## src/rtl/alu_share_arbiter.sv

```systemverilog
// alu_share_arbiter: round-robin sharing of one combinational ALU between two
// requesters. Each accepted operation takes one EXEC cycle, and its result is
// then held on the owner's response channel until that requester takes it.
// Optional macro ALU_ARB_FIXED_PRIO_EN: when defined, port 0 always wins ties.
module alu_share_arbiter #(
    parameter int unsigned WIDTH = 32
) (
    input  logic             clk,
    input  logic             reset,
    input  logic             req0_valid,
    input  logic             req1_valid,
    output logic             req0_ready,
    output logic             req1_ready,
    input  logic [WIDTH-1:0] req0_a,
    input  logic [WIDTH-1:0] req1_a,
    input  logic [WIDTH-1:0] req0_b,
    input  logic [WIDTH-1:0] req1_b,
    input  logic [4:0]       req0_ctrl,
    input  logic [4:0]       req1_ctrl,
    output logic             rsp0_valid,
    output logic             rsp1_valid,
    input  logic             rsp0_ready,
    input  logic             rsp1_ready,
    output logic [WIDTH-1:0] rsp_result,
    output logic             rsp_zero,
    output logic [WIDTH-1:0] alu_param1,
    output logic [WIDTH-1:0] alu_param2,
    output logic [4:0]       alu_ctrl,
    input  logic [WIDTH-1:0] alu_result,
    input  logic             alu_zero
);

    localparam int unsigned CTRL_W = 5;

    typedef enum logic [1:0] {
        IDLE = 2'd0,
        EXEC = 2'd1,
        RESP = 2'd2
    } state_t;

    state_t              state;
    logic                owner;
    logic                pick1;
    logic                accept;
    logic                rsp_done;
    logic [WIDTH-1:0]    op_a;
    logic [WIDTH-1:0]    op_b;
    logic [CTRL_W-1:0]   op_ctrl;
`ifndef ALU_ARB_FIXED_PRIO_EN
    logic                last_grant;
`endif

    // Winner select: port 1 wins only when alone or when port 0 was granted last.
    always_comb begin
        pick1 = 1'b0;
`ifdef ALU_ARB_FIXED_PRIO_EN
        pick1 = req1_valid && !req0_valid;
`else
        pick1 = req1_valid && (!req0_valid || !last_grant);
`endif
    end

    assign req0_ready = (state == IDLE) && req0_valid && !pick1;
    assign req1_ready = (state == IDLE) && pick1;
    assign accept     = req0_ready || req1_ready;
    assign rsp_done   = (rsp0_valid && rsp0_ready) || (rsp1_valid && rsp1_ready);

    assign alu_param1 = op_a;
    assign alu_param2 = op_b;
    assign alu_ctrl   = op_ctrl;

    // Arbitration FSM with operand, ownership and response registers.
    always_ff @(posedge clk or posedge reset) begin
        if (reset) begin
            state      <= IDLE;
            owner      <= 1'b0;
            op_a       <= '0;
            op_b       <= '0;
            op_ctrl    <= '0;
            rsp_result <= '0;
            rsp_zero   <= 1'b0;
            rsp0_valid <= 1'b0;
            rsp1_valid <= 1'b0;
`ifndef ALU_ARB_FIXED_PRIO_EN
            last_grant <= 1'b1;
`endif
        end else begin
            case (state)
                IDLE: begin
                    if (accept) begin
                        op_a    <= pick1 ? req1_a    : req0_a;
                        op_b    <= pick1 ? req1_b    : req0_b;
                        op_ctrl <= pick1 ? req1_ctrl : req0_ctrl;
                        owner   <= pick1;
`ifndef ALU_ARB_FIXED_PRIO_EN
                        last_grant <= pick1;
`endif
                        state   <= EXEC;
                    end
                end
                EXEC: begin
                    rsp_result <= alu_result;
                    rsp_zero   <= alu_zero;
                    rsp0_valid <= !owner;
                    rsp1_valid <= owner;
                    state      <= RESP;
                end
                RESP: begin
                    if (rsp_done) begin
                        rsp0_valid <= 1'b0;
                        rsp1_valid <= 1'b0;
                        state      <= IDLE;
                    end
                end
                default: begin
                    state <= IDLE;
                end
            endcase
        end
    end

endmodule
```

## config.mk

```make
export PLATFORM = sky130hd
export DESIGN_NAME = alu_share_arbiter
export DESIGN_NICKNAME = d
export VERILOG_FILES = /design/src/rtl/alu_share_arbiter.sv
export SDC_FILE = /design/constraint.sdc
export NUM_CORES = 1
export LEC_CHECK = 0
export ABC_AREA = 1
export BUFFER_PORTS_ARGS = -buffer_cell sky130_fd_sc_hd__buf_2
export CAP_MARGIN = 20
export CELL_PAD_IN_SITES_DETAIL_PLACEMENT = 0
export CELL_PAD_IN_SITES_GLOBAL_PLACEMENT = 2
export CORE_MARGIN = 2
export CORE_UTILIZATION = 23
export CTS_CLUSTER_DIAMETER = 200
export DETAILED_ROUTE_END_ITERATION = 10
export GPL_TIMING_DRIVEN = 0
export PLACE_DENSITY = 0.91
export SYNTH_ARGS = -nofsm -noshare
export SYNTH_HDL_FRONTEND = slang
export SYNTH_SLANG_ARGS = --single-unit
export TNS_END_PERCENT = 50
```

## constraint.sdc

```tcl
create_clock -name clk -period 3.4 [get_ports clk]
set_input_delay 0.34 -clock clk [delete_from_list [all_inputs] [get_ports clk]]
set_output_delay 0.34 -clock clk [all_outputs]
set_load 0.01 [all_outputs]
```

Yosys cells after proc, flatten, opt, wreduce, memory -nomap -nowiden
Index checks and enable logic that the tools add are counted.
Storage, ports and cells
  register bits: 108
  latch bits: 0
  memory bits (writable): 0
  ROM bits: 0
  input port bits: 177
  output and inout bits: 106
  logic and storage cells: 41
  memories: 0
Operators by class
  add/sub/neg operators: 0
  multipliers: 0
  divide/modulo/power cells: 0
  magnitude comparators: 0
  equality and inequality tests: 4
  shift-type cells: 0
  mux-type cells: 9
  bitwise operators: 0
  reductions and logical operators: 18
Operators with widths (number)
  $mux 32: 2
  $logic_and 1x1->1: 6
  $pmux 2 s3: 1
  $reduce_and 2->1: 3
  $mux 5: 1
  $logic_not 1->1: 4
  $mux 2: 2
  $ne 2x2->1 const B: 2
  $pmux 1 s2: 2
  $logic_or 1x1->1: 3
  $eq 2x1->1 const B: 1
  $eq 2x2->1 const B: 1
  $logic_not 2->1: 1
  $reduce_bool 2->1: 1
  $mux 1: 1

Longest topological paths before layout
Gate-level depths: netlist of run 1.
  depth in word-level cells: 8
  gate-level depth with buffers: 8
  mapped depth without buffers: 6

Worst setup path before layout of run 1
Ideal clock, no wire load.
  kind: reg2out
  start point: register last_grant
  end point: output req0_ready
  data arrival time: 1078 ps
  required time: 3060 ps
  setup slack: 1982 ps
  cell stages (with the launch flop): 4
  path buffers: 1
  cell sequence: dfstp_2 -> nand2_2 -> clkbuf_1 -> a21oi_1
On the way
  word-level cells in the longest chain between the ends: 5
Ends and longest elaborated chain
  start: declaration: RTL line 50  | logic last_grant;
  start signal: assignment: RTL line 96  | last_grant <= pick1;
  $logic_not 1->1: RTL line 59  | pick1 = req1_valid && (!req0_valid || !last_grant);
  $logic_or 1x1->1: RTL line 59
  $logic_and 1x1->1: RTL line 59
  $logic_not 1->1: RTL line 63  | assign req0_ready = (state == IDLE) && req0_valid && !pick1;
  $logic_and 1x1->1: RTL line 63
  end: declaration: RTL line 12  | output logic req0_ready,
No other way between the ends.

Worst setup path in the final report of run 1
  start point: register last_grant
  end point: output req1_ready
On the way
  word-level cells in the longest chain between the ends: 4
Ends and longest elaborated chain
  $logic_not 1->1: RTL line 59
  $logic_or 1x1->1: RTL line 59
  $logic_and 1x1->1: RTL line 59
  $logic_and 1x1->1: RTL line 64  | assign req1_ready = (state == IDLE) && pick1;
  end: declaration: RTL line 13  | output logic req1_ready,
No other way between the ends.

==> impl_metrics.env, run 1 <==
export IMPL_dr_pass1_iters=4
export IMPL_pwr_share_comb_pct=46.6
export IMPL_finalCritPeriodShare_pct=65.93
export IMPL_dpl_cell_area_sq_um=6978
export IMPL_drtAntennaViolNets=0
export IMPL_cts_tree="done"
export IMPL_critPathSlowestCell="dfstp_2"
export IMPL_netlist_instances=701
export IMPL_swShare_pct=43.12
export IMPL_path_buf_inv=3
export IMPL_power_frac_seq_pct=36.4
export IMPL_drt_iter0_drc=413
export IMPL_power_mw=6.180
export IMPL_h_tree_depth=3
export IMPL_yosysWarnings=0
export IMPL_seqCellArea_sq_um=2704
export IMPL_grt_pass1_wl_um=29610
export IMPL_cts_resized=0
export IMPL_worst_setup_path_end_kind="primary output"
export IMPL_drive_gt1_share_pct=33.63
export IMPL_p_sw_mw=2.665
export IMPL_wirelength_um=19150
export IMPL_crit_type="register to primary output"
export IMPL_max_stage_delay_ps=540
export IMPL_numCtsBuffers=9
export IMPL_worstMarginPinSlew_ps=653.8
export IMPL_dieArea_sq_um=23780
export IMPL_post_drt_wl_per_cell_um=14.96
export IMPL_antenna_found_initial=4
export IMPL_clock_sinks=108
export IMPL_cp_max_fo=10
export IMPL_vdd_ir_drop_worst_v=0.0002639
export IMPL_fp_coreArea_sq_um=21960
export IMPL_dp_cells=1263
export IMPL_outcome="complete, no violations"
export IMPL_final_cells=1280
export IMPL_nFillCells=2447
export IMPL_crit_chain="nand2_2 -> nand3_2 -> buf_2 -> inv_2 -> buf_2"
export IMPL_drc=0
export IMPL_synth_avg_cell_area_sq_um=7.402
export IMPL_intPower_mw=3.515
export IMPL_tns_ps=0
export IMPL_syn_to_final_growth_pct=40.20
export IMPL_place_gp_congestion=0.7757
export IMPL_grt_total_usage_pct=16.09
export IMPL_hold_viol=0
export IMPL_cts_setup_buffers=0
export IMPL_synthesis_area_sq_um=5189
export IMPL_vias=5641
export IMPL_drv_slew=0
export IMPL_ys_seq_area_share_pct=52.11
export IMPL_row_count=54
export IMPL_fin_ws_ps=1158
export IMPL_p_clk_share_pct=17.1
export IMPL_worstSetupPathDepth=5
export IMPL_final_util_pct=33.13
export IMPL_clkTransAtPathRegs_ps=80
export IMPL_maxCapViolations=0
export IMPL_finalSetupViolCount=0
export IMPL_timing_hold_ws_ps=22.21
export IMPL_pin_count=283
export IMPL_die_y_um=154.2
export IMPL_grt_pass1_vias=5380
export IMPL_layout_commonest_cell="nand2_1"
export IMPL_clk_latency_ps=360
export IMPL_startpoint_type="register"
export IMPL_rsz0062_at_grt="false"
export IMPL_clockBufferDepth=2
export IMPL_finClkSkew_ps=10.56
export IMPL_fin_crit_ps=2242
export IMPL_cp_required_ps=3060
export IMPL_ff2ff_path_depth=6
export IMPL_hp_class="input pin to async pin"
export IMPL_dpl_worst_slack_ps=1488
export IMPL_max_clock_freq_ghz=0.4461
export IMPL_syn_nets=878
export IMPL_finalInstanceArea_sq_um=7274
export IMPL_nNetsFinal=1171
export IMPL_relSlewSlack_pct=56.41
export IMPL_cts_root_buffer="clkbuf_16"
export IMPL_start_util_pct=23.63
export IMPL_p_leak_nw=4.333
export IMPL_cp_top_family="simple AND/OR/NAND/NOR gates"
export IMPL_place_port_buffers=281
export IMPL_synth_seq_cells=108
export IMPL_cp_arrival_ps=1900
export IMPL_synth_cell_types=17
export IMPL_powerDensity_nw_per_um2=849.5
export IMPL_hpwl_um=14390
export IMPL_overflow=0
export IMPL_crit_top_cell="buf_2"
export IMPL_routed_via_density=4.407
export IMPL_cts_hold_buffers=0
export IMPL_die_w_um=154.2
export IMPL_multiInputGateArea_sq_um=2218
export IMPL_layout_common_cells="nand2_1 (388), buf_2 (299), nand3_1 (141), dfrtp_1 (107), clkbuf_1 (21)"
export IMPL_grt_max_degree=60
## layout make-up
class                   count  share of cell area, %
clock inverters             6                 0.7568
multi-input cells         538                  30.50
inverters                   5                 0.3268
flip-flops and latches    108                  37.17
well taps                 280                  4.816
clock buffers              10                  3.285
diodes                      1                0.03440
plain buffers              50                  3.406
repair buffers            282                  19.71
## synthesized netlist by cell type (all sizes together)
cell,n,area share [%]
a21oi,1,0.096
buf,29,3.3
clkbuf,21,1.5
dfrtp,107,52
dfstp,1,0.51
inv,5,0.36
nand2,392,29
nand3,142,14
nor2,2,0.19
or2,1,0.12
## sequential cells by signal, summed over array words and instances, names as in the netlist
name        cells
state           2
rsp0_valid      1
last_grant      1
rsp1_valid      1
rsp_zero        1
alu_param1     32
rsp_result     32
owner           1
alu_ctrl        5
alu_param2     32
## logic make-up (layout without fill, tap and decap cells)
family | count (synthesis) | in the layout | share of synthesized area [%]
AOI/OAI and AO/OA | 1 | 1 | 0.09636
buffers and inverters | 55 | 353 | 5.137
DFF | 108 | 108 | 52.11
other | 0 | 1 | 0
and+or+nand+nor | 537 | 537 | 42.66
## power by group through the flow
stage	Clock [mW]	Combinational [mW]	Sequential [mW]
after floorplan	0	1.39	2.52
after global placement	0	2.92	2.25
after detailed placement	0	2.94	2.26
after CTS	1.11	2.94	2.25
after global routing	1.17	3.25	2.32
final	1.06	2.88	2.25
## final timing paths
path,slack (ps),end,startpoint
min in group clk,180,rsp_result[29],alu_result[29]
max in group asynchronous,2660,last_grant,reset
worst max register to register,1600,alu_param1[20],last_grant
worst min-delay path,20,rsp_result[2],reset
worst max-delay path,1160,req1_ready,last_grant
worst min register to register,470,last_grant,last_grant
## routing by layer
metal  up-vias  track usage [%]  wire (um)
li1       2799                -          -
met1      2566            20.70       8226
met2       232            25.84       8862
met3        38            4.483       1497
met4         6            6.008        519
met5         -                0         40
No activity file was read; power rests on OpenSTA's default activity.
==> inputs of run 2 (changes only) <==
--- a/config.mk
+++ b/config.mk
@@ -11,11 +11,11 @@
 export CELL_PAD_IN_SITES_DETAIL_PLACEMENT = 0
 export CELL_PAD_IN_SITES_GLOBAL_PLACEMENT = 2
 export CORE_MARGIN = 2
-export CORE_UTILIZATION = 23
+export CORE_UTILIZATION = 21
 export CTS_CLUSTER_DIAMETER = 200
 export DETAILED_ROUTE_END_ITERATION = 10
 export GPL_TIMING_DRIVEN = 0
-export PLACE_DENSITY = 0.91
+export PLACE_DENSITY = 0.88
 export SYNTH_ARGS = -nofsm -noshare
 export SYNTH_HDL_FRONTEND = slang
 export SYNTH_SLANG_ARGS = --single-unit
==> constraint.sdc (replaced) <==
create_clock -name clk -period 2.05 [get_ports clk]
set_input_delay 0.205 -clock clk [delete_from_list [all_inputs] [get_ports clk]]
set_output_delay 0.205 -clock clk [all_outputs]
set_load 0.01 [all_outputs]
==> run 2 against run 1 <==
Wire length is 2.1% higher. Combinational power is 67% higher. Highest routed layer is now met4. Core utilization is 2.8 points lower. Register-to-register slack worse by 1400 ps. Sequential share of layout area is 0.50 points lower. First-iteration DRC count is 39% lower. Power is 67% higher.
==> impl_metrics.env, run 2 (synthesized netlist as in run 1, its figures left out) <==
export IMPL_start_util_pct=21.34
export IMPL_fin_ws_ps=149.3
export IMPL_hold_depth=3
export IMPL_p_leak_nw=4.353
export IMPL_clk_latency_ps=350
export IMPL_hold_viol=0
export IMPL_finClkSkew_ps=7.109
export IMPL_fp_coreArea_sq_um=24320
export IMPL_clock_sinks=108
export IMPL_drive_gt1_share_pct=33.83
export IMPL_vias=5567
export IMPL_seqCellArea_sq_um=2704
export IMPL_worstMarginPinSlew_ps=780.1
export IMPL_cts_tree="done"
export IMPL_drtAntennaViolNets=0
export IMPL_wirelength_um=19540
export IMPL_grt_pass1_wl_um=30130
export IMPL_overflow=0
export IMPL_vdd_ir_drop_worst_v=0.0004314
export IMPL_nNetsFinal=1174
export IMPL_top_layer_used="met4"
export IMPL_dieArea_sq_um=25980
export IMPL_hp_start="alu_result[0]"
export IMPL_pin_count=283
export IMPL_rsz0062_at_grt="false"
export IMPL_finalSetupViolCount=0
export IMPL_routed_via_density=4.198
export IMPL_layout_common_cells="nand2_1 (388), buf_2 (299), nand3_1 (141), dfrtp_1 (107), clkbuf_1 (20)"
export IMPL_dr_pass1_iters=4
export IMPL_dr_wl_met2_um=9460
export IMPL_max_clock_freq_ghz=0.5261
export IMPL_startpoint_type="register"
export IMPL_dpl_worst_slack_ps=146.5
export IMPL_wl_met3_um=1322
export IMPL_drc=0
export IMPL_hpwl_um=14820
export IMPL_place_port_buffers=281
export IMPL_r2r_start="last_grant"
export IMPL_outcome="complete, no violations"
export IMPL_r2r_end="alu_param1[21]"
export IMPL_clkTransAtPathRegs_ps=80
export IMPL_reg2reg_slack_ps=250
export IMPL_relSlewSlack_pct=47.88
export IMPL_post_drt_wl_per_cell_um=14.74
export IMPL_numCtsBuffers=9
export IMPL_crit_type="register to primary output"
export IMPL_layout_commonest_cell="nand2_1"
export IMPL_die_y_um=161.2
export IMPL_row_count=57
export IMPL_nFillCells=2718
export IMPL_cts_root_buffer="clkbuf_16"
export IMPL_antenna_found_initial=0
export IMPL_antenna_cells=0
export IMPL_maxCapViolations=0
export IMPL_worst_setup_path_end_kind="primary output"
export IMPL_timing_hold_ws_ps=42.64
export IMPL_fin_crit_ps=1901
export IMPL_powerDensity_nw_per_um2=1401
export IMPL_hold_end="rsp_result[0]"
export IMPL_final_util_pct=30.32
export IMPL_die_w_um=161.2
export IMPL_drv_slew=0
export IMPL_syn_to_final_growth_pct=42.13
export IMPL_cp_max_fo=10
export IMPL_drt_met1_wl_um=8591
export IMPL_multiInputGateArea_sq_um=2236
export IMPL_grt_pass1_vias=5484
export IMPL_hp_class="input pin to register"
export IMPL_drt_iter0_drc=252
export IMPL_grt_total_usage_pct=14.88
export IMPL_clockBufferDepth=2
export IMPL_place_gp_congestion=0.7690
export IMPL_finalCritPeriodShare_pct=92.72
export IMPL_ff2ff_path_depth=7
export IMPL_cp_arrival_ps=1700
export IMPL_grt_max_degree=40
export IMPL_tns_ps=0
export IMPL_cp_required_ps=1850
export IMPL_h_tree_depth=3
-- run 2: cell count changes in the layout (fill, tap and decap cells not counted), sizes merged --
cell         delta
inv             -1
diode           -1
clkinvlp        +1
buf             +2
dlygate4sd3     +1
-- run 2: metal layers --
layer / GRT usage, % / vias to the layer above
met3: 3.852 / 11
met4: 3.166 / 0
met2: 25.79 / 190
li1: - / 2804
met5: 0 / -
met1: 18.70 / 2562
-- run 2: repair_timing --
| action | in CTS | in global routing |
|---|---|---|
| resized for setup | 2 | 3 |
| hold buffers | 1 | 0 |
| endpoints found under the setup margin | 1 | 1 |
| hold endpoints to repair | 29 | 0 |
| buffers inserted | 1 | 0 |
| pin swaps | 1 | 0 |
-- run 2: layout make-up --
type / count / area share (%)
Buffer: 50 / 3.376
Clock buffer: 10 / 3.241
Clock inverter: 6 / 0.7465
Inverter: 5 / 0.3054
Multi-Input combinational cell: 538 / 30.32
Sequential cell: 108 / 36.66
Tap cell: 324 / 5.497
Timing Repair Buffer: 285 / 19.85
-- run 2: worst max-delay path: stages, from the launching register on --
cell	delay [ps]
dfstp_2	540
nand2_2	230
clkbuf_2	270
a21oi_1	160
buf_2	140
-- run 2: power by group --
group | total [mW] | internal [mW] | leakage [nW] | switching, mW
registers | 3.74 | 3.17 | 1.34 | 0.573
logic | 4.82 | 1.80 | 2.88 | 3.02
clock network | 1.76 | 0.884 | 0.139 | 0.880
total | 10.3 | 5.85 | 4.35 | 4.48
-- run 2: worst max path at each step --
| stage | start | end | slack [ps] | cells past startpoint |
|---|---|---|---|---|
| global route | last_grant | req0_ready | 30 | 4 |
| detailed placement | last_grant | alu_param1[21] | 150 | 6 |
| floorplan | reset | alu_ctrl[0] | 540 | 1 |
| finish | last_grant | req0_ready | 150 | 4 |
| global placement | reset | alu_param2[28] | -350 | 2 |
| CTS | last_grant | req0_ready | 60 | 4 |
-- run 2: through the flow --
| step | power [mW] | cells | cell area [sq um] |
|---|---|---|---|
| floorplan | 6.495 | 701 | 5192 |
| finish | 10.33 | 1326 | 7375 |
| global placement | 8.603 | 1306 | 7004 |
| detailed placement | 8.665 | 1308 | 7044 |
| global route | 11.27 | 1326 | 7375 |
| CTS | 10.53 | 1326 | 7368 |
==> inputs of run 3 (changes only) <==
--- a/config.mk
+++ b/config.mk
@@ -10,6 +10,7 @@
 export CAP_MARGIN = 20
 export CELL_PAD_IN_SITES_DETAIL_PLACEMENT = 0
 export CELL_PAD_IN_SITES_GLOBAL_PLACEMENT = 2
+export CORE_ASPECT_RATIO = 1.25
 export CORE_MARGIN = 2
 export CORE_UTILIZATION = 21
 export CTS_CLUSTER_DIAMETER = 200
==> constraint.sdc (replaced) <==
create_clock -name clk -period 2.05 [get_ports clk]
set_input_delay 0.615 -clock clk [delete_from_list [all_inputs] [get_ports clk]]
set_output_delay 0.615 -clock clk [all_outputs]
set_load 0.01 [all_outputs]
==> run 3 against run 2 <==
Highest routed layer unchanged. First-iteration DRC count down 29%. Cell area up 2.1%. Flip-flop and latch count unchanged.
==> impl_metrics.env, run 3 (synthesized netlist as in run 1, its figures left out) <==
export IMPL_outcome="complete, no violations"
export IMPL_clock_sinks=108
export IMPL_place_port_buffers=281
export IMPL_place_gp_congestion=0.8199
export IMPL_finalInstanceArea_sq_um=7527
export IMPL_grt_pass1_wl_um=29840
export IMPL_die_w_um=144.6
export IMPL_drc=0
export IMPL_fin_crit_ps=1986
export IMPL_antenna_found_initial=0
export IMPL_fp_coreArea_sq_um=24340
export IMPL_crit_type="register to primary output"
export IMPL_grt_max_degree=41
export IMPL_vdd_ir_drop_worst_v=0.0004316
export IMPL_die_y_um=179.7
export IMPL_numCtsBuffers=9
export IMPL_cp_arrival_ps=1370
export IMPL_maxCapViolations=0
export IMPL_hpwl_um=15050
export IMPL_cp_max_fo=4
export IMPL_fin_ws_ps=64.50
export IMPL_start_util_pct=21.31
export IMPL_cts_tree="done"
export IMPL_dpl_worst_slack_ps=-490.6
export IMPL_dr_pass1_iters=4
export IMPL_drv_slew=0
export IMPL_relSlewSlack_pct=43.44
export IMPL_layout_commonest_cell="nand2_1"
export IMPL_finalSetupViolCount=0
export IMPL_clockBufferDepth=2
export IMPL_max_clock_freq_ghz=0.5037
export IMPL_dpl_cell_area_sq_um=7052
export IMPL_finalCritPeriodShare_pct=96.85
export IMPL_drive_gt1_share_pct=34.62
export IMPL_hp_class="input pin to async pin"
export IMPL_grt_pass1_vias=5499
export IMPL_vias=5526
export IMPL_nNetsFinal=1180
export IMPL_cts_root_buffer="clkbuf_16"
export IMPL_routed_via_density=4.130
export IMPL_clk_latency_ps=360
export IMPL_rsz0062_at_grt="true"
export IMPL_cp_required_ps=1430
export IMPL_layout_common_cells="nand2_1 (388), buf_2 (296), nand3_1 (141), dfrtp_1 (106), clkbuf_1 (19)"
export IMPL_grt_total_usage_pct=14.80
export IMPL_dieArea_sq_um=25990
export IMPL_finClkSkew_ps=10.16
export IMPL_hold_viol=0
export IMPL_post_drt_wl_per_cell_um=14.56
export IMPL_startpoint_type="register"
export IMPL_row_count=64
export IMPL_p_leak_nw=4.412
export IMPL_antenna_cells=0
export IMPL_nFillCells=2766
export IMPL_worstMarginPinSlew_ps=846.6
export IMPL_cts_hold_buffers=0
export IMPL_drtAntennaViolNets=0
export IMPL_drt_iter0_drc=179
export IMPL_worst_setup_path_end_kind="primary output"
export IMPL_clkTransAtPathRegs_ps=80
export IMPL_overflow=0
export IMPL_h_tree_depth=3
export IMPL_syn_to_final_growth_pct=45.07
export IMPL_powerDensity_nw_per_um2=1414
export IMPL_wirelength_um=19480
export IMPL_pin_count=283
## run 3: through the flow
step	cells	hold WS [ps]	setup TNS (ps)	total power, mW	util [%]
floorplan	701	449.6	0	6.495	-
global placement	1312	456.7	-91400	8.590	28.80
detailed placement	1314	460.6	-12420	8.652	28.97
CTS	1336	436.5	0	10.83	30.77
global route	1338	440.1	-0.7991	11.62	30.92
finish	1338	419.0	0	10.65	30.92
## run 3: metal layers
layer | GRT usage [%] | up-vias | wire (um)
met5 | 0 | - | 0
met4 | 4.311 | 0 | 340
met3 | 3.436 | 15 | 1274
met2 | 25.99 | 191 | 9663
met1 | 17.85 | 2500 | 8202
li1 | - | 2820 | -
## run 3: power breakdown
group | leakage (nW) | total [mW] | switching, mW | internal, mW
sequential | 1.34 | 3.72 | 0.549 | 3.17
clock | 0.156 | 1.98 | 0.889 | 1.10
combinational | 2.92 | 4.94 | 3.04 | 1.90
total | 4.41 | 10.6 | 4.47 | 6.17
## run 3: worst paths after layout
path                                     start        endpoint  slack (ps)  cells after the start
worst max-delay path                last_grant      req1_ready          60                      5
worst min-delay path                     reset   alu_param2[3]         420                      2
worst max register to register      last_grant  alu_param2[15]         240                     10
worst min register to register  rsp_result[20]  rsp_result[20]         480                      2
max in group asynchronous                reset      last_grant         910                      3
min in group clk                 alu_result[7]   rsp_result[7]         450                      3
## run 3: layout make-up
cell class                 instances  area, sq um  share of cell area, %
clock buffer                       9        225.2                  2.992
sequential                       108         2705                  35.94
clock inverter                     7        106.4                  1.413
buffer                            48        252.7                  3.358
tap                              330        412.9                  5.485
multi-input combinational        538         2262                  30.05
inverter                           5        22.52                 0.2992
timing repair buffer             293         1540                  20.46
## run 3: critical path, stage by stage (launching register included)
cell and delay [ps]:
dfstp_2 590, nand2_8 80, buf_12 130, nand3_4 70, inv_2 40, buf_6 110
## run 3: repair_timing
action / CTS / global route
pin swaps: 3 / 1
resized for setup: 12 / 4
buffers inserted: 8 / 2
setup endpoints to repair: 2 / 1
hold endpoints to repair: 0 / 0
